$ cat config.mk
export PLATFORM = sky130hd
export DESIGN_NAME = oam_dma_ctrl
export DESIGN_NICKNAME = d
export VERILOG_FILES = /design/src/rtl/oam_dma_ctrl.sv
export SDC_FILE = /design/constraint.sdc
export NUM_CORES = 1
export LEC_CHECK = 0
export ABC_AREA = 1
export BUFFER_PORTS_ARGS = -buffer_cell sky130_fd_sc_hd__buf_2
export CORE_AREA = 2 2 85 87
export DETAILED_ROUTE_END_ITERATION = 8
export DIE_AREA = 0 0 87 89
export SKIP_CTS_REPAIR_TIMING = 1
export SYNTH_ARGS = -nofsm -noshare
export SYNTH_HDL_FRONTEND = slang
export SYNTH_SLANG_ARGS = --single-unit
$ cat constraint.sdc
create_clock -name clk -period 3.9 [get_ports clk]
set_clock_uncertainty 0.1 [all_clocks]
set_input_delay 0 -clock clk [delete_from_list [all_inputs] [get_ports clk]]
set_output_delay 0 -clock clk [all_outputs]
set_load 0.01 [all_outputs]
$ cat src/rtl/oam_dma_ctrl.sv
// oam_dma_ctrl: FF46 register, OAM DMA sequencer with one-deep write pipeline, and CPU bus arbitration.
module oam_dma_ctrl #(
  parameter int XFER_LEN    = 160,
  parameter int START_DELAY = 1
) (
  input  logic        clk,
  input  logic        reset,
  input  logic        mcyc,
  input  logic [15:0] cpu_a,
  input  logic [7:0]  cpu_d_in,
  input  logic        cpu_wr,
  input  logic        cpu_rd,
  input  logic        ffxx,
  input  logic [7:0]  src_rd_data,
  output logic [7:0]  ff46_q,
  output logic        ff46_rd_oe,
  output logic        dma_active,
  output logic [15:0] dma_src_a,
  output logic        src_rd,
  output logic [7:0]  oam_a,
  output logic [7:0]  oam_wd,
  output logic        oam_wr,
  output logic        cpu_bus_grant
);
  typedef enum logic [1:0] {IDLE, START, XFER, LAST} state_t;
  localparam logic [7:0] LAST_IDX = 8'(XFER_LEN - 1);
  localparam logic [7:0] DLY      = 8'(START_DELAY - 1);
  localparam logic       IMM      = START_DELAY == 1;
  state_t     state_q, state_d;
  logic [7:0] ff46_d, idx_q, idx_d, pg_q, pg_d, dly_q, dly_d;
  logic [7:0] pdat_q, pdat_d, pidx_q, pidx_d;
  logic       pend_q, pend_d, win_q, win_d, pv_q, pv_d;
  logic       sel46, wr46, running, go;
  function automatic logic [7:0] mirror(input logic [7:0] p);
    return p >= 8'hE0 ? p - 8'h20 : p;
  endfunction
  assign sel46   = ffxx && cpu_a == 16'hFF46;
  assign wr46    = sel46 && cpu_wr && mcyc;
  assign running = state_q == XFER || state_q == LAST;
  // The write M-cycle itself counts as the first delay M-cycle, so a delay of 1 launches at once.
  assign go      = mcyc && (wr46 ? IMM : pend_q && dly_q == 8'd1);
  assign ff46_rd_oe    = sel46 && cpu_rd;
  // win_q keeps the bus owned while a restart is pending after the old transfer ended.
  assign dma_active    = running || (state_q == START && win_q);
  assign cpu_bus_grant = !dma_active || ffxx;
  assign dma_src_a     = {pg_q, idx_q};
  assign src_rd        = state_q == XFER && mcyc;
  assign oam_a         = pidx_q;
  assign oam_wd        = pdat_q;
  assign oam_wr        = pv_q && mcyc;
  always_comb begin
    state_d = state_q;
    idx_d   = idx_q;
    pg_d    = pg_q;
    ff46_d  = ff46_q;
    dly_d   = dly_q;
    pend_d  = pend_q;
    win_d   = win_q;
    pv_d    = pv_q;
    pdat_d  = pdat_q;
    pidx_d  = pidx_q;
    if (mcyc) begin
      pv_d    = state_q == XFER;
      pdat_d  = state_q == XFER ? src_rd_data : pdat_q;
      pidx_d  = state_q == XFER ? idx_q : pidx_q;
      idx_d   = state_q == XFER && idx_q != LAST_IDX ? idx_q + 8'd1 : idx_q;
      state_d = state_q == XFER ? (idx_q == LAST_IDX ? LAST : XFER) :
                state_q == LAST ? IDLE : state_q;
      if (wr46) begin
        ff46_d = cpu_d_in;
        pend_d = !IMM;
        dly_d  = DLY;
        win_d  = running || (pend_q && win_q);
      end else if (pend_q) begin
        dly_d  = dly_q - 8'd1;
        pend_d = dly_q != 8'd1;
      end
      if (pend_d && state_d == IDLE) state_d = START;
      if (go) begin
        state_d = XFER;
        idx_d   = 8'd0;
        pg_d    = mirror(wr46 ? cpu_d_in : ff46_q);
        win_d   = 1'b0;
      end
    end
  end
  always_ff @(posedge clk) begin
    if (reset) begin
      state_q <= IDLE;
      idx_q   <= 8'd0;
      pg_q    <= 8'd0;
      ff46_q  <= 8'd0;
      dly_q   <= 8'd0;
      pend_q  <= 1'b0;
      win_q   <= 1'b0;
      pv_q    <= 1'b0;
      pdat_q  <= 8'd0;
      pidx_q  <= 8'd0;
    end else begin
      state_q <= state_d;
      idx_q   <= idx_d;
      pg_q    <= pg_d;
      ff46_q  <= ff46_d;
      dly_q   <= dly_d;
      pend_q  <= pend_d;
      win_q   <= win_d;
      pv_q    <= pv_d;
      pdat_q  <= pdat_d;
      pidx_q  <= pidx_d;
    end
  end
endmodule

==> key figures <==
Status
  – Status: complete, but fails checks
  – Failing checks: negative hold slack

Floorplan
  – FP Rows: 30
  – Num ports: 83
  – Die area: 0.00774 mm2
  – Die width: 87 um
  – Die Ht: 89 um
  – Initial Utilization: 39.7%
  – Core area: 0.00672 mm2

Synth
  – Mapped Area: ~0.0027 mm2
  – Register bit total from synthesis: 53
  – Post-Synthesis Cells: 363
  – Synth unique cells: 37
  – Syn Area/Cell: 7.35 um2
  – Seq/Total Area, Yosys: between 30% and 40%
  – YS warnings: 0
  – Syn nets: 409

Critical path
  – CP Capture Type: register
  – Max incr delay on CP: ~0.37 ns
  – Crit-path slowest cell: inv_2
  – Most used cell, CP: nor2_1
  – WP buf/inv: 2
  – CP Data Arrival Time: 2.22 ns
  – Crit-path cells: inv_1 > ha_1 > nand2_2 > inv_2 > nand2_1 > nor2_1 > nand4_1 > nor2_1 > nor2_1
  – CP max FO: 25
  – Crit path required time: 4.01 ns
  – Family with the most delay on the worst path: simple AND/OR/NAND/NOR gates
  – Startpoint types: register
  – WS Path Type: register to register

Clocking
  – Clk buf depth: 2
  – Clock Latency Late Sink: 0.30 ns
  – Reg clk slew, reported paths: 0.09 ns
  – Inserted Clock Buffers: 5
  – H-tree depth: 2
  – CTS tree: yes
  – CTS root buffer: clkbuf_8
  – CTS sink cnt: 53

GRT
  – Total global routing track utilization: around 16%
  – First-pass GRT wire length: roughly 10,000 um
  – Vias in the first global route: 2,284
  – Total grt overflow: 0
  – Initial antenna violation count: 0
  – Largest net degree at the start of global routing: 27

Pwr
  – Switching share of power: 21.3%
  – Combinational power share: 6.0%
  – Power per Cell Area: 295 mW/mm2
  – Seq pwr share: 54.8%
  – Internal power: 777 uW
  – Clock share of power: between 30% and 40%
  – Worst vdd ir: 0.140 mV
  – Psw: roughly 210 uW
  – Leak: 0.00172 uW

Drt
  – Drt pass-1 iters: 4
  – Vias: 2,517
  – Wirelength per Cell: around 11 um
  – Starting DRT DRC Count: 43
  – Antenna Violating Nets Remaining: 0
  – Via density: 4.71
  – Routed wire length: 6070 um
  – Drt drc: 0

STA
  – Worst-Margin Slew: 0.742 ns
  – Fmax achieved: 472 MHz
  – Tmin final: 2.12 ns
  – Final Cycle Share: around 54%
  – Setup TNS: 0 ns
  – Pins Over Slew Limit: 0
  – # setup viols final: 0
  – Worst slew margin: around half
  – RSZ-0062 raised after global routing: false
  – Hold WS: -0.0291 ns
  – Hold Fails Final Rpt: 5

Place
  – Hpwl dp: around 4500 um
  – Port-buffer cells: 82
  – GPL Wtd Cong: roughly 0.88
  – Area post-placement: 0.00312 mm2

Final layout
  – ANT cells: 0
  – Final std cell area, no fill: about 0.0033 mm2
  – Share of layout cells above drive strength 1: 26.4%
  – Final Core Density: between 40% and 50%
  – Layout Area Growth over Synthesis: 25.4%
  – Nets: 499

Flow run
  – Max cap viols: 0

Hold path
  – Hold Path Class: primary input to register
==> cells by family after synthesis <==
logic type	share of synthesized area, %
AO/OA/AOI/OAI	9.38
XOR/XNOR	2.30
adder cells (fa/ha/maj)	3.75
buffers and inverters	9.47
flip-flops	39.8
AND/OR/NAND/NOR	35.3
==> cells in the final DEF, fill, tap and decap left out, types with 2 or more instances in the layout <==
| cell type | netlist | routed |
|---|---|---|
| buf_2 | 2 | 82 |
| nand2_1 | 67 | 67 |
| nor2_1 | 59 | 59 |
| dfxtp_1 | 53 | 53 |
| inv_1 | 46 | 46 |
| nand3_1 | 20 | 20 |
| o21ai_0 | 19 | 19 |
| a21oi_1 | 16 | 16 |
| nand4_1 | 14 | 14 |
| dlygate4sd3_1 | 0 | 11 |
| ha_1 | 8 | 8 |
| clkbuf_8 | 0 | 6 |
| nand2_4 | 5 | 5 |
| xor2_1 | 5 | 5 |
| nand3b_1 | 5 | 5 |
| nand2_2 | 4 | 4 |
| inv_2 | 4 | 4 |
| a21oi_2 | 4 | 4 |
| nand3_2 | 2 | 2 |
| nor2_2 | 2 | 2 |
| nand3_4 | 2 | 2 |
| nor3_1 | 2 | 2 |
| nor3b_1 | 2 | 2 |
| xnor2_1 | 2 | 2 |
| nor3_2 | 2 | 2 |
==> sequential cells by signal (all words and copies together) (netlist names) <==
signal and cells:
pg_q 8, win_q 1, pv_q 1, ff46_q 8, idx_q 8, state_q 2, dly_q 8, oam_wd 8
oam_a 8, pend_q 1
==> routing by layer <==
metal  track usage (%)  wire length, um  share of wire (%)  up-vias
met2              27.8             2830                 47       62
met5                 0                0                  0        -
met1              20.0             2910                 48     1117
met4              3.84               38               0.63        0
li1                  -                -                  -     1334
met3              3.60              292                4.8        4
==> final timing paths <==
kind | to | depth (start not counted) | slack [ns] | startpoint
setup / recovery | idx_q[7] | 9 | 1.78 | state_q[0]
hold / removal | ff46_q[0] | 5 | -0.03 | cpu_d_in[0]
setup reg to reg | idx_q[7] | 9 | 1.78 | state_q[0]
hold reg to reg | win_q | 2 | 0.34 | win_q
==> synth_stat cells (all sizes together) <==
library cell	n	area share, %
nand2	76	12
nor2	63	9.9
dfxtp	53	40
inv	51	7.3
nand3	24	5.8
o21ai	21	4.5
a21oi	20	4.3
nand4	14	3.3
ha	8	3.8
buf	6	1.6
nand3b	5	1.4
xor2	5	1.6
clkbuf	4	0.56
nor3	4	1.1
nor3b	2	0.56
xnor2	2	0.66
a211o	1	0.33
a31oi	1	0.23
and2	1	0.23
and3	1	0.23
or2	1	0.23
==> area by class of cell <==
| type | instances | area (um2) |
|---|---|---|
| Fill cell | 687 | 3370 |
| Multi-Input combinational cell | 249 | 1350 |
| Sequential cell | 53 | 1060 |
| Timing Repair Buffer | 93 | 520 |
| Inverter | 51 | 194 |
| Tap cell | 80 | 100 |
| Clock buffer | 7 | 86.3 |
| Clock inverter | 1 | 30.0 |
==> worst register-to-register path: stages (launching register included) <==
cell and delay [ns]:
dfxtp_1 0.36, inv_1 0.07, ha_1 0.20, nand2_2 0.19, inv_2 0.37, nand2_1 0.19, nor2_1 0.22, nand4_1 0.15
nor2_1 0.12, nor2_1 0.05
==> power by group through the flow <==
stage          Combinational [uW]  Sequential (uW)  Clock, uW
2_1_floorplan                26.8              553          0
3_3_place_gp                 50.3              553          0
3_5_place_dp                 50.7              553          0
4_1_cts                      50.9              541        397
5_1_grt                      66.1              541        422
6_report                     58.9              541        387
==> per-stage QoR <==
step / power, uW / worst slack, ns / instances
after global placement: 604 / 1.87 / 515
after floorplan: 580 / 2.32 / 363
after global routing: 1030 / 1.53 / 534
after detailed placement: 604 / 1.78 / 515
after CTS: 989 / 1.76 / 523
final: 986 / 1.78 / 534
Power figures use the tool's default switching activity.
